### config.mk
export PLATFORM = sky130hd
export DESIGN_NAME = proc_imul_arbiter
export DESIGN_NICKNAME = d
export VERILOG_FILES = /design/src/rtl/proc_imul_arbiter.sv
export SDC_FILE = /design/constraint.sdc
export NUM_CORES = 1
export LEC_CHECK = 0
export ABC_CLOCK_PERIOD_IN_PS = 7000
export BUFFER_PORTS_ARGS = -buffer_cell sky130_fd_sc_hd__buf_4
export CAP_MARGIN = 15
export CORE_AREA = 2 2 160 162
export CTS_BUF_LIST = sky130_fd_sc_hd__clkbuf_8
export CTS_CLUSTER_SIZE = 16
export DETAILED_ROUTE_END_ITERATION = 10
export DIE_AREA = 0 0 162 164
export PLACE_DENSITY = 0.4
export SLEW_MARGIN = 30
export SYNTH_ARGS = -nofsm -noshare
export SYNTH_HDL_FRONTEND = slang
export SYNTH_SLANG_ARGS = --single-unit
export TNS_END_PERCENT = 1
### constraint.sdc
create_clock -name clk -period 7 [get_ports clk]
set_input_delay 1.4 -clock clk [delete_from_list [all_inputs] [get_ports clk]]
set_output_delay 1.4 -clock clk [all_outputs]
set_load 0.01 [all_outputs]
### src/rtl/proc_imul_arbiter.sv
// Round-robin arbiter sharing one iterative multiplier among several pipeline requesters.
// One transaction may be in flight; its product is steered back to the recorded owner only.
module proc_imul_arbiter #(
   parameter int unsigned p_num_reqs   = 4,
   parameter int unsigned p_req_nbits  = 64,
   parameter int unsigned p_resp_nbits = 32,
   localparam int unsigned c_id_nbits  = (p_num_reqs > 1) ? $clog2(p_num_reqs) : 1
) (
   input  logic                             clk,
   input  logic                             reset,
   input  logic [p_num_reqs-1:0]            req_val,
   output logic [p_num_reqs-1:0]            req_rdy,
   input  logic [p_num_reqs*p_req_nbits-1:0] req_msg,
   output logic [p_num_reqs-1:0]            resp_val,
   input  logic [p_num_reqs-1:0]            resp_rdy,
   output logic [p_resp_nbits-1:0]          resp_msg,
   output logic                             mul_req_val,
   input  logic                             mul_req_rdy,
   output logic [p_req_nbits-1:0]           mul_req_msg,
   input  logic                             mul_resp_val,
   output logic                             mul_resp_rdy,
   input  logic [p_resp_nbits-1:0]          mul_resp_msg,
   output logic                             busy,
   output logic [c_id_nbits-1:0]            owner_id
);

   typedef enum logic {StIdle, StWait} state_e;

   localparam logic [c_id_nbits:0]   c_num  = (c_id_nbits + 1)'(p_num_reqs);
   localparam logic [c_id_nbits-1:0] c_last = c_id_nbits'(p_num_reqs - 1);

   state_e                  state_q, state_d;
   logic [c_id_nbits-1:0]   owner_q, owner_d;
   logic [c_id_nbits-1:0]   prio_q, prio_d;

   logic [c_id_nbits-1:0]   grant;
   logic                    grant_found;
   logic [p_num_reqs-1:0]   grant_oh;
   logic [p_num_reqs-1:0]   owner_oh;
   logic [p_req_nbits-1:0]  sel_msg;
   logic                    owner_rdy;
   logic [c_id_nbits-1:0]   next_prio;

   // Rotating priority search starting at prio_q, wrapping modulo p_num_reqs.
   always_comb begin
      logic [c_id_nbits:0]   sum;
      logic [c_id_nbits-1:0] idx;
      grant       = '0;
      grant_found = 1'b0;
      sum         = '0;
      idx         = '0;
      for (int k = 0; k < int'(p_num_reqs); k++) begin
         sum = {1'b0, prio_q} + (c_id_nbits + 1)'(k);
         if (sum >= c_num) begin
            sum = sum - c_num;
         end
         idx = c_id_nbits'(sum);
         if (!grant_found && req_val[idx]) begin
            grant_found = 1'b1;
            grant       = idx;
         end
      end
   end

   always_comb begin
      grant_oh  = '0;
      owner_oh  = '0;
      sel_msg   = '0;
      owner_rdy = 1'b0;
      for (int i = 0; i < int'(p_num_reqs); i++) begin
         grant_oh[i] = grant_found && (grant == c_id_nbits'(i));
         owner_oh[i] = (owner_q == c_id_nbits'(i));
         if (grant_oh[i]) begin
            sel_msg = req_msg[i*p_req_nbits +: p_req_nbits];
         end
         if (owner_oh[i]) begin
            owner_rdy = resp_rdy[i];
         end
      end
   end

   assign next_prio = (grant == c_last) ? '0 : grant + 1'b1;

   // Outputs are forced low while reset is held, independent of the requesters.
   always_comb begin
      state_d      = state_q;
      owner_d      = owner_q;
      prio_d       = prio_q;
      req_rdy      = '0;
      resp_val     = '0;
      mul_req_val  = 1'b0;
      mul_resp_rdy = 1'b0;
      busy         = 1'b0;
      mul_req_msg  = sel_msg;
      resp_msg     = mul_resp_msg;
      if (reset) begin
         case (state_q)
            StIdle: begin
               mul_req_val = grant_found;
               req_rdy     = grant_oh & {p_num_reqs{mul_req_rdy}};
               if (grant_found && mul_req_rdy) begin
                  owner_d = grant;
                  prio_d  = next_prio;
                  state_d = StWait;
               end
            end
            StWait: begin
               busy         = 1'b1;
               resp_val     = owner_oh & {p_num_reqs{mul_resp_val}};
               mul_resp_rdy = owner_rdy;
               if (mul_resp_val && owner_rdy) begin
                  state_d = StIdle;
               end
            end
            default: state_d = StIdle;
         endcase
      end
   end

   always_ff @(posedge clk or negedge reset) begin
      if (!reset) begin
         state_q <= StIdle;
         owner_q <= '0;
         prio_q  <= '0;
      end else begin
         state_q <= state_d;
         owner_q <= owner_d;
         prio_q  <= prio_d;
      end
   end

   assign owner_id = owner_q;

endmodule

Word-level counts from Yosys, hierarchy flattened. Cells that the tools add are included. W data, S select, Z words.

Flip-flop bits (word level): 5. Latch bits: 0. Memory bits (writable): 0. Memory bits (read-only): 0. Input bits: 300. Output and inout bits: 109. Logic and storage cells: 85. Memories kept: 0.

Add/sub/neg operators: 8. $mul: 0. Divide/modulo/power cells: 0. $lt $le $gt $ge: 8. Eq/ne operators: 6. Shift operators: 0. Multiplexer cells: 42. Bitwise logic cells: 3. Reductions and logical operators: 15.

Operators by type and width (count): $mux W64 (4); $mux W1 (20); $mux W2 (9); $mux W4 (4); $lt A2 B3 Y1 const B (4); $ge A3 B3 Y1 const B (3); $logic_and A1 B1 Y1 (9); $and A4 B4 Y4 (2); $bmux W1 S2 (4); $eq A2 B2 Y1 const B (4); $sub A2 B1 Y2 const B (4); $add A2 B2 Y3 const B (2); $eq A2 B1 Y1 const B (2); $logic_not A2 Y1 (2); $add A2 B1 Y3 const B (1); $ge A2 B3 Y1 const B (1); $logic_not A1 Y1 (3); $reduce_and A3 Y1 (1); $add A2 B1 Y2 const B (1); $pmux W1 S2 (1); $not A1 Y1 (1).

Longest topological paths before layout. Gate-level depths: netlist of run 1.

Word-level depth: 20. Depth in mapped cells: 9. Mapped depth without buffers: 7.

Worst setup path after synthesis of run 1. Ideal clock, no wire load.

Path kind: input to output. Start point: input port req_val[0]. End point: output port mul_req_msg[54]. Arrival: 3.420 ns. Data required time: 5.600 ns. Slack: 2.180 ns. Stages on the path: 9. Buffers on the path: 3. Cells stage by stage: or3b_2 > o211ai_1 > or2_2 > ha_1 > clkbuf_1 > buf_2 > clkbuf_1 > o21ai_0 > a32o_1.

Word-level cells in the longest chain between the ends: 18. Elaborated cells between the ends (all ways): 34. Classes of those cells: 3 x eq/ne; 20 x mux; 11 x reduce/logical.

RTL lines: from (decl) (RTL line 11) `input logic [p_num_reqs-1:0] req_val,`; $bmux W1 S2 (RTL line 58) `if (!grant_found && req_val[idx]) begin`; $mux W1 (not written as such) (RTL line 58); $mux W1 (RTL line 58); $logic_not A1 Y1 (RTL line 58); $logic_and A1 B1 Y1 (RTL line 58); $mux W1 (RTL line 58); $logic_not A1 Y1 (RTL line 58); $logic_and A1 B1 Y1 (RTL line 58); $mux W1 (RTL line 58); $logic_not A1 Y1 (RTL line 58); $logic_and A1 B1 Y1 (RTL line 58); $mux W2 (RTL line 58); $logic_not A2 Y1 (RTL line 71) `grant_oh[i] = grant_found && (grant == c_id_nbits'(i));`; $logic_and A1 B1 Y1 (RTL line 71); $mux W64 (3 in series) (RTL line 73) `if (grant_oh[i]) begin`; $mux W64 (*) (RTL line 73); to (decl) (RTL line 19) `output logic [p_req_nbits-1:0] mul_req_msg,`.

Every way passes the cells marked *; elsewhere a longest branch is shown, timed or not. The select of a mux whose other input is x is not followed.

Worst setup path after layout of run 1.
Start point: input port req_val[0]. End point: output port mul_req_msg[28].

The elaborated chain is that of the path after synthesis.

==> run summary, run 1 <==
Starting density of the core: 11.6%
Routability cong.: 0.771
Global routing's busiest layer: met2
Cell Area, Synth: 0.00288 mm^2
Most used DFF post-synth: dfrtp_1
Area Growth Syn to Fin: 93.8%
H-tree depth: 1
PwrDens: 326 mW/mm^2
Normalized max-slew margin: 43.1%
Dpl hpwl: 13900 um
Worst min-delay path class: reg2reg
CTS tree: done
RSZ-0062 raised after global routing: false
Clock Sinks: 5
Core area: 0.0248 mm^2
Clock root cell: clkbuf_8
CP max stage delay: 500 ps
Met2 Track Usage GR: 22.2%
Fin crit share: 78.9%
GR Util All Layers: 11.8%
Largest net degree at the start of global routing: 67
Finish-stage setup viols: 0
Hold Violations, Final: 0
Row count: 58
Total CTS buffers: 3
Status: complete, no violations
Most frequent CP cell: buf_4
Grt met1 use: 14.0%
Via density: 4.23
Clock buffer depth: 2
Most frequent cells in the layout: buf_4 (349), nand2_1 (70), o21ai_0 (66)
First-pass GRT wire length: 25100 um
Ratio of cells with drive above 1 in the final layout: 49.9%
FF+latch count, synth: 5
Worst setup EP type: output pin
Synth Warn #: 0
IO buf count: 344
GR Overflow Total: 0
CP Data Required Time: 5600 ps
Critical Path Slowest Stage Cell: or3b_2
Commonest non-fill, non-tap cell in the layout: buf_4
Total negative slack: 0 ps
Post-CTS Repair Setup Buffers: 0
Starting DRT DRC Count: 243
Cell count after synthesis: 456
Mapped Nets: 760
Drt drc: 0
Initial antenna violation count: 0
Leakage: 2.47 nW
Die width: 162 um
Router iterations before antenna repair: 5
Count of cells resized by post-cts repair: 0
CP Max Fanout: 28
Vias: 4483
Max Clk Rate: 0.181 GHz
Placed cell area: 0.00553 mm^2
Chip height: 164 um
Fillers: 2857
Cell Chain, Critical Path: buf_4 -> or3b_2 -> o211ai_1 -> or2_2 -> ha_2 -> buf_4 -> nand2_1 -> o21ai_0 -> a32o_1 -> buf_4
Post-synth cell types: 33
Worst setup SP type: primary input
WL final: 17600 um
Vias in the first global route: 4374
Final Cell Area: 0.00558 mm^2
I/O pins: 409
Post-route ant nets: 0
Final net count: 1036
Synth async-reset ratio: 100%
Final Max Tran Viols: 0
Peak supply drop: 0.161 mV
Post-CTS Hold Fix Bufs: 0
Worst skew pair latency: 220 ps
Arr. time, crit path: 4120 ps
Worst setup path class: in2out
Antenna cells: 0
Clock Skew: 3.64 ps
Worst-path clk slew: 40 ps
Worst Tran Pin Value: 851 ps
Routed len/inst: 16.5 um
Die area: 0.0266 mm^2
Met3 GRT Util: 2.50%
Syn Area/Cell: 6.31 um^2
Post-synthesis sequential area ratio: 4.35%
Fin crit period: 5520 ps
EDFF count, synth: 0
Max-cap viol count: 0
-- power breakdown --
group | switching, mW | total, mW | internal [mW]
clock | 0.0153 | 0.0530 | 0.0377
combinational | 0.878 | 1.70 | 0.821
sequential | 0.0220 | 0.0651 | 0.0431
total | 0.915 | 1.82 | 0.902
-- synth_stat cells (3+ instances only) --
cell type,number,share of area [%]
nand2b_1,65,14
ha_1,4,1.7
dfrtp_1,5,4.3
buf_4,32,8.3
nand3_1,3,0.52
o21ai_0,66,11
and3_1,7,1.5
buf_6,7,2.7
buf_1,5,0.65
clkbuf_1,35,4.6
a21oi_1,65,11
nand2_1,70,9.1
nor2_1,5,0.65
a32o_1,64,22
-- logic make-up (layout without fill, tap and decap cells) --
| logic type | count (synthesis) | count (layout) | share of synthesized area [%] |
|---|---|---|---|
| simple gates | 162 | 162 | 29.1 |
| mux | 2 | 2 | 1.17 |
| fa+ha+maj | 4 | 4 | 1.74 |
| flops | 5 | 5 | 4.35 |
| buf+inv | 81 | 356 | 16.7 |
| compound gates | 202 | 202 | 47.0 |
-- flip-flops by register name, summed over array words and instances, names as in the netlist --
| register | flops |
|---|---|
| state_q | 1 |
| prio_q | 2 |
| owner_id | 2 |
-- per-layer routing --
layer	up-vias	wire length, um
li1	2205	-
met1	2042	6800
met2	216	9160
met3	20	1360
met4	0	237
met5	-	0
-- area by class of cell --
type / count / area [um^2] / area share [%]
flip-flops and latches: 5 / 125 / 2.24
multi-input cells: 370 / 2310 / 41.5
well taps: 330 / 413 / 7.40
repair buffers: 352 / 2680 / 48.0
clock buffers: 3 / 41.3 / 0.740
clock inverters: 1 / 3.75 / 0.0673
-- stage by stage --
stage / worst slack (ps) / power, mW / utilization (%) / std cells / hold slack [ps]
5_1_grt: 1270 / 1.99 / 22.5 / 1061 / 607
4_1_cts: 1400 / 1.85 / 22.5 / 1061 / 560
3_5_place_dp: 1420 / 1.79 / 22.3 / 1057 / 550
2_1_floorplan: 2180 / 1.02 / - / 456 / 505
3_3_place_gp: 1400 / 1.81 / 22.3 / 1057 / 547
6_report: 1480 / 1.82 / 22.5 / 1061 / 550
-- critical path: cells and delay by family --
family                     cells  cell delay (ps)
and+or+nand+nor                3              870
buffers and inverters          3              670
AOI/OAI and AO/OA              3              640
adders and majority gates      1              500
-- final timing paths --
path | startpoint | end | slack [ps] | cells past startpoint
min in group asynchronous | reset | prio_q[0] | 990 | 1
hold / removal | state_q | state_q | 550 | 1
setup / recovery | req_val[0] | mul_req_msg[28] | 1480 | 10
hold reg to reg | state_q | state_q | 550 | 1
max in group asynchronous | reset | state_q | 5880 | 1
setup reg to reg | prio_q[0] | prio_q[1] | 5060 | 5
(Power assumes the default switching activity.)
==> run 2, diff against run 1 <==
--- a/config.mk
+++ b/config.mk
@@ -5,7 +5,8 @@
 export SDC_FILE = /design/constraint.sdc
 export NUM_CORES = 1
 export LEC_CHECK = 0
-export ABC_CLOCK_PERIOD_IN_PS = 7000
+export ABC_AREA = 1
+export ABC_CLOCK_PERIOD_IN_PS = 5600
 export BUFFER_PORTS_ARGS = -buffer_cell sky130_fd_sc_hd__buf_4
 export CAP_MARGIN = 15
 export CORE_AREA = 2 2 160 162
@@ -13,7 +14,7 @@
 export CTS_CLUSTER_SIZE = 16
 export DETAILED_ROUTE_END_ITERATION = 10
 export DIE_AREA = 0 0 162 164
-export PLACE_DENSITY = 0.4
+export PLACE_DENSITY = 0.47
 export SLEW_MARGIN = 30
 export SYNTH_ARGS = -nofsm -noshare
 export SYNTH_HDL_FRONTEND = slang
==> constraint.sdc (replaced) <==
create_clock -name clk -period 5.6 [get_ports clk]
set_input_delay 1.12 -clock clk [delete_from_list [all_inputs] [get_ports clk]]
set_output_delay 1.12 -clock clk [all_outputs]
set_load 0.01 [all_outputs]
==> run 2 against run 1 <==
  * Die area unchanged
  * Sequential share of layout area fell by 0.46 points
  * Largest cell class is now multi-input combinational cells
  * Worst hold slack improved by 4.7 ps
  * Worst setup slack got worse by 730 ps
  * Final cell count is 48% higher
  * Critical endpoint is now mul_req_msg[10]
  * Critical path depth grew 7
  * Clock skew is essentially flat
  * Via count rose by 44%
  * Sequential cell count stayed put
  * Utilization is 5.8 points higher
  * Synthesized area rose by 53%
==> run summary, run 2 <==
Layout Cells excl Fill: 1567
Post-synthesis sequential area ratio: 2.83%
Cell Area, Synth: 0.00442 mm^2
First-pass GRT wire length: 30900 um
Row count: 58
Final Max Tran Viols: 0
GR Util All Layers: 14.2%
Multi-input gate area: 0.00292 mm^2
Hold-critical path depth: 2
CP Data Required Time: 4480 ps
Cell Chain, Critical Path: buf_4 -> inv_1 -> nand2_1 -> nand3_1 -> nand2_1 -> nor2_4 -> nand3_4 -> nand3_1 -> nand2_1 -> inv_1 -> ha_2 -> buf_4 -> nand3_1 -> nand3_1 -> nand2_1 -> nand2_1 -> buf_4
Worst-path clk slew: 30 ps
Placed insts: 1563
Total negative slack: 0 ps
Flop2flop setup slack: 2940 ps
WL final: 20500 um
Mapped Nets: 1280
Synth area leader: nand3_1
Largest net degree at the start of global routing: 112
Post-CTS Hold Fix Bufs: 0
Starting DRT DRC Count: 359
Worst Tran Pin Value: 810 ps
Synth Warn #: 0
GR Overflow Total: 0
Status: complete, no violations
Worst setup path class: in2out
Worst skew pair latency: 220 ps
Die width: 162 um
Antenna cells: 0
Hold Violations, Final: 0
Die area: 0.0266 mm^2
Routed len/inst: 13.1 um
Worst R2R Path Depth: 10
Final net count: 1542
Clock Sinks: 5
Most frequent cells in the layout: buf_4 (355), nand2_1 (295), nand3_1 (264)
Critical Path Slowest Stage Cell: ha_2
Post-synth cell types: 25
Area Growth Syn to Fin: 58.8%
Fillers: 2935
Starting density of the core: 17.8%
Worst min-delay path class: reg2reg
Cell count after synthesis: 976
Hold path endpoint: state_q
Clock buffer depth: 2
Commonest cells post-synth: nand2_1 (295), nand3_1 (264), inv_1 (148), nor2_1 (74), clkinv_1 (60)
Most used DFF post-synth: dfrtp_1
H-tree depth: 1
FF+latch count, synth: 5
Drt drc: 0
Syn Area/Cell: 4.53 um^2
IO buf count: 344
Post-route ant nets: 0
CP Max Fanout: 23
Count of cells resized by post-cts repair: 0
Via density: 4.13
I/O pins: 409
Clock Skew: 4.13 ps
Finish-stage setup viols: 0
Ratio of cells with drive above 1 in the final layout: 30.1%
Most common cell in the netlist: nand2_1
Area contributors post-synth: nand3_1 (30%), nand2_1 (25%), inv_1 (13%), nor2_1 (6.3%), buf_4 (5.6%)
Synth async-reset ratio: 100%
RR Startpoint: prio_q[0]
R2r endpoint: prio_q[0]
Commonest non-fill, non-tap cell in the layout: buf_4
Router iterations before antenna repair: 5
Core area: 0.0248 mm^2
Vias: 6470
Routability cong.: 0.828
Clock root cell: clkbuf_8
EDFF count, synth: 0
CP max stage delay: 580 ps
Post-CTS Repair Setup Buffers: 0
Initial antenna violation count: 0
Normalized max-slew margin: 46.0%
FF+latch area: 125 um^2
Most frequent CP cell: nand2_1
Fin crit share: 86.6%
Max-cap viol count: 0
Arr. time, crit path: 3730 ps
Fin crit period: 4850 ps
Yosys top cell area share: 29.9%
Hold path start: state_q
Max Clk Rate: 0.206 GHz
CTS tree: done
RSZ-0062 raised after global routing: false
Worst setup EP type: output pin
Worst setup SP type: primary input
Vias in the first global route: 5794
Dpl hpwl: 16000 um
Total CTS buffers: 3
Chip height: 164 um
[run 2: final cells by class]
type	instances	share of cell area, %
clock buffers	3	0.589
clock inverters	1	0.0535
inverters	211	11.4
multi-input cells	659	41.6
flip-flops and latches	5	1.78
well taps	330	5.89
repair buffers	358	38.7
[run 2: per-stage QoR]
stage,utilization [%],setup WS [ps],hold slack [ps],area (um^2)
after floorplan,-,1250,507,4420
after global placement,28.1,723,543,6960
after detailed placement,28.1,698,548,6970
after CTS,28.3,689,558,7010
after global routing,28.3,473,602,7010
final,28.3,751,555,7010
[run 2: worst max path at each step]
stage / to / start / slack [ps] / depth (start not counted)
floorplan: mul_req_msg[15] / req_val[3] / 1250 / 18
global placement: mul_req_msg[6] / req_val[1] / 720 / 17
detailed placement: mul_req_msg[6] / req_val[3] / 700 / 17
CTS: mul_req_msg[6] / req_val[3] / 690 / 17
global route: mul_req_msg[3] / req_val[3] / 470 / 17
finish: mul_req_msg[10] / req_val[3] / 750 / 17
[run 2: layer usage]
layer	GRT usage (%)	share of wire, %	vias to the layer above
li1	-	-	3427
met1	18.1	42	2779
met2	25.5	49	240
met3	2.42	7.2	24
met4	2.29	1.4	0
met5	0	0	-
[run 2: critical path, delay by kind of cell]
family / cells / cell delay [ps]
simple gates: 11 / 1280
buf+inv: 5 / 730
fa+ha+maj: 1 / 580
[run 2: kinds of logic (layout without fill, tap and decap cells)]
group                      after synthesis  count (layout)  share of synthesized area, %
and+or+nand+nor                        649             649                          63.8
buffers and inverters                  312             573                          31.5
AOI/OAI and AO/OA                        6               6                         0.680
adders and majority gates                4               4                          1.13
DFF                                      5               5                          2.83
Power of run 2 is not shown: default switching activity piles up to over one toggle a cycle in this logic, so the estimate is an artifact.
